**src/rtl/imr_adc_7476a_sampler.sv**
```systemverilog
// Periodic single-conversion sequencer for imr_adc_7476a_core with a sample FIFO; timestamp via IMR_ADC_SAMPLER_TIMESTAMP_EN.
// Latency: a sample is visible on Sample_Data one cycle after CLEAR is entered.
// Backpressure: Sample_Valid/Sample_Ready pop; a push into a full FIFO is dropped and sets Seq_Overflow.

`ifndef CTRL_EN_BIT
`define CTRL_EN_BIT 0
`endif
`ifndef CTRL_START_BIT
`define CTRL_START_BIT 1
`endif
`ifndef CTRL_CONT_BIT
`define CTRL_CONT_BIT 2
`endif
`ifndef CTRL_CLKDIV_LSB
`define CTRL_CLKDIV_LSB 8
`endif
`ifndef CTRL_CLKDIV_MSB
`define CTRL_CLKDIV_MSB 15
`endif
`ifndef IRQ_EN_BIT
`define IRQ_EN_BIT 0
`endif
`ifndef IRQ_CLR_BIT
`define IRQ_CLR_BIT 1
`endif
`ifndef STATUS_BUSY_BIT
`define STATUS_BUSY_BIT 0
`endif
`ifndef STATUS_RDY_BIT
`define STATUS_RDY_BIT 1
`endif
`ifndef IMR_ADC_SAMPLER_SDW
`ifdef IMR_ADC_SAMPLER_TIMESTAMP_EN
`define IMR_ADC_SAMPLER_SDW 40
`else
`define IMR_ADC_SAMPLER_SDW 24
`endif
`endif

module imr_adc_7476a_sampler #(
   parameter int FIFO_DEPTH   = 16,
   parameter int PERIOD_W     = 24,
   parameter int TIMEOUT_CLKS = 4096
) (
   input  logic                                       SysClk,
   input  logic                                       RST_n,
   input  logic                                       Cfg_Enable,
   input  logic                                       Cfg_Start,
   input  logic                                       Cfg_Stop,
   input  logic [`CTRL_CLKDIV_MSB-`CTRL_CLKDIV_LSB:0] Cfg_ClkDiv,
   input  logic [PERIOD_W-1:0]                        Cfg_Period,
   input  logic [15:0]                                Cfg_Count,
   output logic [31:0]                                Ctrl_Register,
   output logic [31:0]                                IRQ_Register,
   input  logic [31:0]                                Status_Register,
   input  logic [31:0]                                ADC_Data_A_Register,
   input  logic [31:0]                                ADC_Data_B_Register,
   input  logic                                       IP_IRQ,
   output logic [`IMR_ADC_SAMPLER_SDW-1:0]            Sample_Data,
   output logic                                       Sample_Valid,
   input  logic                                       Sample_Ready,
   output logic [$clog2(FIFO_DEPTH):0]                Fifo_Level,
   output logic                                       Seq_Busy,
   output logic                                       Seq_Overflow,
   output logic                                       Seq_Overrun,
   output logic                                       Seq_Timeout
);
   localparam int CDW = `CTRL_CLKDIV_MSB - `CTRL_CLKDIV_LSB + 1;
   localparam int SDW = `IMR_ADC_SAMPLER_SDW;
   localparam int AW  = $clog2(FIFO_DEPTH);
   localparam int LW  = AW + 1;
   localparam int TW  = $clog2(TIMEOUT_CLKS) + 1;

   typedef enum logic [2:0] {
      S_IDLE, S_WAIT_TICK, S_ARM, S_WAIT_RDY, S_CLEAR, S_WAIT_IDLE
   } state_t;

   state_t              state, state_nxt;
   logic [PERIOD_W-1:0] per_cnt;
   logic [TW-1:0]       to_cnt;
   logic [15:0]         samp_cnt;
   logic                stop_pend;
   logic                ctrl_en;
   logic [CDW-1:0]      clkdiv_q;
   logic [SDW-1:0]      conv_word, conv_hold;
   logic [SDW-1:0]      fifo_mem [FIFO_DEPTH];
   logic [AW-1:0]       wr_ptr, rd_ptr;
   logic [LW-1:0]       level;

   logic run_go, tick, core_busy, count_hit, end_run, to_hit, start_on;
   logic push, fifo_full, do_push, do_pop;
   logic unused_in;

   assign core_busy = Status_Register[`STATUS_BUSY_BIT];
   assign unused_in = ^{Status_Register, ADC_Data_A_Register[31:12], ADC_Data_B_Register[31:12]};

   assign Seq_Busy  = (state != S_IDLE);
   assign run_go    = (state == S_IDLE) && Cfg_Start && Cfg_Enable;
   assign tick      = Seq_Busy && (per_cnt == '0);
   assign count_hit = (Cfg_Count != 16'd0) && (samp_cnt >= Cfg_Count);
   assign end_run   = stop_pend || Cfg_Stop || !Cfg_Enable || count_hit;
   assign to_hit    = (to_cnt == TW'(TIMEOUT_CLKS - 1));
   assign start_on  = (state == S_ARM) || (state == S_WAIT_RDY) ||
                      (state == S_CLEAR) || (state == S_WAIT_IDLE);

   always_comb begin
      state_nxt = state;
      case (state)
         S_IDLE:      if (run_go) state_nxt = S_WAIT_TICK;
         S_WAIT_TICK: begin
            if (end_run)   state_nxt = S_IDLE;
            else if (tick) state_nxt = S_ARM;
         end
         S_ARM:       state_nxt = S_WAIT_RDY;
         S_WAIT_RDY: begin
            if (IP_IRQ)      state_nxt = S_CLEAR;
            else if (to_hit) state_nxt = S_IDLE;
         end
         S_CLEAR:     state_nxt = S_WAIT_IDLE;
         S_WAIT_IDLE: if (!core_busy) state_nxt = S_WAIT_TICK;
         default:     state_nxt = S_IDLE;
      endcase
   end

   always_ff @(posedge SysClk or negedge RST_n) begin
      if (!RST_n) begin
         state        <= S_IDLE;
         per_cnt      <= '0;
         to_cnt       <= '0;
         samp_cnt     <= '0;
         stop_pend    <= 1'b0;
         ctrl_en      <= 1'b0;
         clkdiv_q     <= '0;
         conv_hold    <= '0;
         Seq_Overrun  <= 1'b0;
         Seq_Timeout  <= 1'b0;
      end else begin
         state   <= state_nxt;
         ctrl_en <= Cfg_Enable;

         // First tick lands on the cycle after start; afterwards the counter never pauses mid-run.
         if (run_go)
            per_cnt <= '0;
         else if (Seq_Busy)
            per_cnt <= (per_cnt != '0) ? per_cnt - PERIOD_W'(1) :
                       (Cfg_Period == '0) ? '0 : Cfg_Period - PERIOD_W'(1);

         if (run_go)
            stop_pend <= 1'b0;
         else if (Cfg_Stop && Seq_Busy)
            stop_pend <= 1'b1;

         if (state == S_ARM)
            to_cnt <= '0;
         else if (state == S_WAIT_RDY && !to_hit)
            to_cnt <= to_cnt + TW'(1);

         if (run_go)
            samp_cnt <= '0;
         else if (state == S_WAIT_IDLE && !core_busy && samp_cnt != 16'hFFFF)
            samp_cnt <= samp_cnt + 16'd1;

         if (state == S_WAIT_TICK && state_nxt == S_ARM)
            clkdiv_q <= Cfg_ClkDiv;

         if (state == S_WAIT_RDY && IP_IRQ)
            conv_hold <= conv_word;

         if (run_go)
            Seq_Overrun <= 1'b0;
         else if (tick && state != S_WAIT_TICK)
            Seq_Overrun <= 1'b1;

         if (run_go)
            Seq_Timeout <= 1'b0;
         else if (state == S_WAIT_RDY && !IP_IRQ && to_hit)
            Seq_Timeout <= 1'b1;
      end
   end

`ifdef IMR_ADC_SAMPLER_TIMESTAMP_EN
   logic [3:0]  ts_div;
   logic [15:0] ts_cnt, ts_cap;

   always_ff @(posedge SysClk or negedge RST_n) begin
      if (!RST_n) begin
         ts_div <= '0;
         ts_cnt <= '0;
         ts_cap <= '0;
      end else begin
         ts_div <= ts_div + 4'd1;
         if (ts_div == 4'hF)
            ts_cnt <= ts_cnt + 16'd1;
         if (state == S_ARM)
            ts_cap <= ts_cnt;
      end
   end

   assign conv_word = {ts_cap, ADC_Data_B_Register[11:0], ADC_Data_A_Register[11:0]};
`else
   assign conv_word = {ADC_Data_B_Register[11:0], ADC_Data_A_Register[11:0]};
`endif

   always_comb begin
      Ctrl_Register = '0;
      Ctrl_Register[`CTRL_EN_BIT]    = ctrl_en;
      Ctrl_Register[`CTRL_START_BIT] = start_on;
      Ctrl_Register[`CTRL_CLKDIV_MSB:`CTRL_CLKDIV_LSB] = clkdiv_q;
      IRQ_Register = '0;
      IRQ_Register[`IRQ_EN_BIT]  = Seq_Busy;
      IRQ_Register[`IRQ_CLR_BIT] = (state == S_CLEAR);
   end

   // Full is judged on pre-pop occupancy, so a pop in the same cycle does not rescue the push.
   assign push      = (state == S_CLEAR);
   assign fifo_full = (level == LW'(FIFO_DEPTH));
   assign do_push   = push && !fifo_full;
   assign do_pop    = Sample_Ready && (level != '0);

   always_ff @(posedge SysClk) begin
      if (do_push)
         fifo_mem[wr_ptr] <= conv_hold;
   end

   always_ff @(posedge SysClk or negedge RST_n) begin
      if (!RST_n) begin
         wr_ptr       <= '0;
         rd_ptr       <= '0;
         level        <= '0;
         Seq_Overflow <= 1'b0;
      end else begin
         if (do_push)
            wr_ptr <= wr_ptr + AW'(1);
         if (do_pop)
            rd_ptr <= rd_ptr + AW'(1);
         level <= level + LW'(do_push) - LW'(do_pop);
         if (run_go)
            Seq_Overflow <= 1'b0;
         else if (push && fifo_full)
            Seq_Overflow <= 1'b1;
      end
   end

   assign Fifo_Level   = level;
   assign Sample_Valid = (level != '0);
   assign Sample_Data  = Sample_Valid ? fifo_mem[rd_ptr] : '0;

endmodule

```
**config.mk**
```make
export PLATFORM = sky130hd
export DESIGN_NAME = imr_adc_7476a_sampler
export DESIGN_NICKNAME = d
export VERILOG_FILES = /design/src/rtl/imr_adc_7476a_sampler.sv
export SDC_FILE = /design/constraint.sdc
export NUM_CORES = 1
export LEC_CHECK = 0
export CORE_MARGIN = 5
export CORE_UTILIZATION = 45
export DETAILED_ROUTE_END_ITERATION = 10
export PLACE_DENSITY = 0.66
export SYNTH_ARGS = -nofsm -noshare
export SYNTH_HDL_FRONTEND = slang
export SYNTH_SLANG_ARGS = --single-unit
```
**constraint.sdc**
```tcl
create_clock -name SysClk -period 3.4 [get_ports SysClk]
set_clock_uncertainty 0.2 [all_clocks]
set_input_delay 0.85 -clock SysClk [delete_from_list [all_inputs] [get_ports SysClk]]
set_output_delay 0.85 -clock SysClk [all_outputs]
set_load 0.005 [all_outputs]
```
* Word level (Yosys, flattened, before mapping)
Memory sizes are Yosys's and may differ from the RTL's.
Cells that the tools add are included.
** Word-level totals
- Output and inout bits :: 98
- Bits of input ports :: 151
- Register bits :: 106
- Memory bits (writable) :: 384
- Memories :: 1
- Logic and storage cells :: 101
** Operators by class
- Equality and inequality tests :: 10
- Reduce and logical (&&, ||, !) cells :: 41
- Add/sub/neg operators :: 8
- Magnitude comparators :: 1
- Muxes and demuxes :: 26
** Memory list
- fifo_mem :: depth 16, width 24, rd ports 1, clocked after Yosys merged registers in 0, wr ports 1, RTL line 86 : logic [SDW-1:0] fifo_mem [FIFO_DEPTH];
** Operators with widths (number)
- 24-bit 2-to-1 mux :: 5
- 24-bit logical NOT :: 2
- 24-bit by 1-bit subtractor with 24-bit output (second input constant) :: 2
- 16-bit 2-to-1 mux :: 2
- 13-bit 2-to-1 mux :: 2
- 24-bit nonzero test :: 1
- 3-bit 2-to-1 mux :: 6
- 3-bit case mux with 6 select lines :: 1
- 16-bit by 1-bit adder with 16-bit output (second input constant) :: 1
- 16-bit greater-or-equal comparator :: 1
- 1-bit logical AND :: 16
- 16-bit inequality test (second input constant) :: 1
- 16-bit nonzero test :: 1
- 2-bit nonzero test :: 7
- 13-bit by 1-bit adder with 13-bit output (second input constant) :: 1
- 13-bit by 12-bit == test with 1-bit output (second input constant) :: 1
- 1-bit 2-to-1 mux :: 10
- 3-bit by 2-bit == test with 1-bit output (second input constant) :: 3
- 4-bit by 1-bit adder with 4-bit output (second input constant) :: 2
- 3-bit == test (second input constant) :: 2
- 1-bit logical OR :: 6
- 5-bit by 1-bit adder with 5-bit output :: 1
- 5-bit == test (second input constant) :: 1
- 1-bit logical NOT :: 5
- 6 further kinds :: 6

* Longest topological paths before layout
- Depth after elaboration :: 7
- Mapped depth :: 16
- Gate-level depth less buffers :: 15

* Worst setup path before layout
OpenSTA, ideal clock, no wires.
- Path type :: reg-to-output
- Start :: register rd_ptr[0]
- End :: output port Sample_Data[10]
- Arrival :: 2268 ps
- Stages on the path, launching flop included :: 7
- Setup slack :: 82 ps
- Path through :: dfrtp_1 clkbuf_1 buf_2 buf_2 mux4_2 mux4_2 nor2b_1
** On the way
- Word-level cells in the longest chain between the ends :: 2
** RTL lines
- start: declaration :: RTL line 87 : logic [AW-1:0] wr_ptr, rd_ptr;
- start signal: assignment :: RTL line 235 : rd_ptr <= rd_ptr + AW'(1);
- memory 16 x 24 bit
- 24-bit 2-to-1 mux :: RTL line 246 : assign Sample_Data = Sample_Valid ? fifo_mem[rd_ptr] : '0;
- end: declaration :: RTL line 59 : output logic [`IMR_ADC_SAMPLER_SDW-1:0] Sample_Data,
Every way passes these cells.

* Worst setup path in the final report
- Start :: register rd_ptr[0]
- End :: output port Sample_Data[12]
The elaborated chain is that of the path after synthesis.

==> run metrics <==
Mapped Avg Cell Area 16.5 um2; Comb pwr share 32.4%; vias 12100; 1st-pass router iterations 5; reg2reg path depth 15; worst relative slew slack between 60% and 70%; crit-path most repeated cell buf_12; Register Area around 14000 um2; Synth area leaders edfxtp_1 (54%), mux4_2 (13%), dfrtp_1 (12%); DR vias/cell 5.53; DP HPWL roughly 30000 um; status complete, but fails checks; filler cell count 3683; ant diodes 0; EDFF count, synth 384; Post-synth ARST share 21.6%; Main synth FF type edfxtp_1; max-slew violation count 0; Die Y approximately 230 um; CP cell instances buf_12, buf_12, buf_12, mux4_2, mux4_2, nor2b_4, buf_2; Clock transition at path regs around 0.06 ns; first-pass GRT wire length 74500 um; later-pin clock latency in the skew report 0.59 ns; setup violators final 24; Die X-Extent between 200 and 250 um; Final #Nets 1727; antenna violations before repair 0; internal power 14.3 mW; layout cells sized above 1 around a quarter; Power, Total 20.2 mW; post-route setup slack -0.385 ns; Clk pwr share 28.1%; Clock Path Buffers 3; # DRC 0; Wirelength per Cell 22.4 um; Seq cells post-synth 490; root buffer cell clkbuf_16; CP Capture Type output port; Peak supply drop 0.000416 V; port buffer count 125; H-Tree Depth 2; Rows 79; GRT Util Overall 18.9%; Arrival @ worst endpoint about 2.7 ns; PD cells 776 nW/um2; IO Count ~250; max incr delay on CP between 0.5 and 0.6 ns; slowest CP cell dfrtp_4; CTS buffer count 50; Max Cap Viol 0; post-synthesis cell count between 1000 and 1500; die area about 52000 um2; area of the multi-input gates about 6600 um2; Yosys top cell area share 54.1%; post-route ant nets 0; routability cong. 0.829; critical path class flip-flop to output port; CTS sink cnt 490; top cell type by total area after synthesis edfxtp_1; distinct cell type count after synthesis 67; CP required 2.35 ns; area delta synth->final 22.3%; final hold vios 0; startpoint type of the worst setup path flip-flop; Lkg Pwr 9.59 nW; Final Cycle Share 111%; Detailed Route WL roughly 49000 um; Worst-Margin Slew 0.589 ns; sequential element share of the synthesized area around two thirds; unrepaired setup endpoints after global routing true; CP Max Fanout 7; Initial Util 45.6%; switching share of power between 20 and 30%; Hold Path Stages 2; largest net degree at the start of global routing 67; CORE AREA 46800 um2; fmax between 200 and 300 MHz; yosys synthesis warning count 0; Worst Hold Class flip-flop to flip-flop; part of the power in registers 39.6%; Initial DRC Count 913; failing checks negative setup slack; vias in the first global route 12300; fin crit period 3.78 ns; Sw Pwr 5.96 mW; CTS tree yes; global route overflow 0; Synth Cell Area 21300 um2; Core Util, Final 55.8%
[cell usage after synthesis (2+ instances only)]
cell type  count
nand3_1       12
nor3_1        32
or4b_2         2
buf_1          6
o41ai_1        3
or4_1          8
nand4_1       14
nand2b_1       9
mux4_2       120
buf_4         57
and3_1         4
a22o_1         5
nand2_1       42
nor4_1        18
dfrtp_1      106
or4_4          2
or2_2          2
nor2_1        60
buf_2         11
o22ai_1        8
and2_1        17
or3_1         18
a21o_1         3
o31ai_1        3
o21ai_1        2
clkbuf_1      34
o21ai_0       36
xor2_1        16
inv_1         45
o211ai_1       8
edfxtp_1     384
a31oi_1        4
mux2i_1        2
and4_1         7
a21oi_1       32
mux2_2        33
ha_1          34
xnor2_1       32
nor3b_1        4
a211oi_1       2
nor2b_1       29
nor4_4         2
[power groups by stage]
| stage | Sequential, mW | Clock, mW | Combinational [mW] |
|---|---|---|---|
| final | 8.00 | 5.68 | 6.55 |
| after detailed placement | 8.15 | 0 | 6.13 |
| after CTS | 8.00 | 5.80 | 6.71 |
| after global routing | 8.11 | 6.07 | 7.06 |
| after global placement | 8.09 | 0 | 6.04 |
| after floorplan | 7.77 | 0 | 3.99 |
[cells in the final DEF, fill, tap and decap left out, types with 9 or more instances in the layout]
| cell | netlist | routed |
|---|---|---|
| edfxtp_1 | 384 | 384 |
| mux4_2 | 120 | 120 |
| dfrtp_1 | 106 | 103 |
| clkdlybuf4s50_1 | 0 | 100 |
| buf_4 | 57 | 85 |
| nor2_1 | 60 | 59 |
| conb_1 | 1 | 52 |
| clkbuf_16 | 0 | 52 |
| inv_1 | 45 | 45 |
| nand2_1 | 42 | 42 |
| o21ai_0 | 36 | 36 |
| ha_1 | 34 | 34 |
| mux2_2 | 33 | 33 |
| nor3_1 | 32 | 32 |
| a21oi_1 | 32 | 32 |
| xnor2_1 | 32 | 32 |
| buf_12 | 0 | 28 |
| buf_2 | 11 | 23 |
| nor2b_1 | 29 | 19 |
| nor4_1 | 18 | 18 |
| or3_1 | 18 | 18 |
| and2_1 | 17 | 17 |
| xor2_1 | 16 | 16 |
| nand4_1 | 14 | 14 |
| nand3_1 | 12 | 12 |
| clkbuf_1 | 34 | 10 |
| nand2b_1 | 9 | 9 |
| clkinv_2 | 0 | 9 |
| nor2b_4 | 0 | 9 |
[cells by family (layout without fill, tap and decap cells)]
group | count (synthesis) | after routing | synth area share (%)
compound gates | 120 | 120 | 3.59
xor+xnor | 48 | 48 | 1.97
fa+ha+maj | 35 | 35 | 2.09
buf+inv | 155 | 394 | 3.83
flops | 490 | 490 | 66.5
mux | 155 | 155 | 14.5
other cells | 1 | 52 | 0.0176
simple gates | 289 | 289 | 7.48
[worst max-delay path, delay by kind of cell, from the launching register on]
| family | cells | cell delay [ns] |
|---|---|---|
| AND/OR/NAND/NOR | 1 | 0.15 |
| flip-flops | 1 | 0.52 |
| multiplexers | 2 | 0.93 |
| buffers and inverters | 4 | 0.56 |
[path summary, 6_finish.rpt]
| path | from | endpoint | slack (ns) |
|---|---|---|---|
| max in group asynchronous | RST_n | rd_ptr[0] | 1.75 |
| worst min register to register | per_cnt[14] | per_cnt[14] | 0.30 |
| worst max register to register | Fifo_Level[3] | Fifo_Level[4] | 0.46 |
| worst min-delay path | per_cnt[14] | per_cnt[14] | 0.30 |
| worst max-delay path | rd_ptr[0] | Sample_Data[12] | -0.38 |
| min in group asynchronous | RST_n | samp_cnt[9] | 0.53 |
[layer usage]
layer	vias to the layer above	part of all wire (%)	track usage, %
met5	-	0	0
met4	0	1.5	3.97
met2	365	51	31.6
met1	6248	41	26.0
met3	49	6.5	3.89
li1	5446	-	-
[metrics by stage]
step / hold WS, ns / setup WS (ns) / instances / TNS, ns / area [um2]
after floorplan: 0.250 / 0.0817 / 1344 / 0 / 21500
after global placement: 0.273 / -0.211 / 2073 / -4.32 / 24000
after detailed placement: 0.293 / -0.231 / 2073 / -5.32 / 24000
after CTS: 0.308 / -0.418 / 2192 / -8.92 / 26100
after global routing: 0.328 / -0.455 / 2190 / -9.69 / 26100
final: 0.302 / -0.385 / 2190 / -7.90 / 26100
[sequential cells by signal (all words and copies together) (netlist names)]
signal	count
Fifo_Level	5
Seq_Overflow	1
Seq_Overrun	1
Seq_Timeout	1
clkdiv_q	8
conv_hold	24
ctrl_en	1
fifo_mem	384
per_cnt	24
rd_ptr	4
samp_cnt	16
state	3
stop_pend	1
to_cnt	13
wr_ptr	4
[cell type report]
cell class,count,share of cell area (%)
multi-input cells,699,25.3
well taps,607,2.91
repair buffers,254,10.1
clock inverters,28,1.29
clock buffers,66,5.30
inverters,46,0.667
flip-flops and latches,490,54.4
[timing repair]
action | CTS | global route
buffers inserted | 16 | 2
endpoints found under the hold margin | 25 | 0
pin swaps | 0 | 1
endpoints found under the setup margin | 26 | 25
hold buffers | 1 | 0
gates resized for setup | 148 | 9
cloned | 8 | 1
Note: power is estimated with default switching activity, not from simulation.
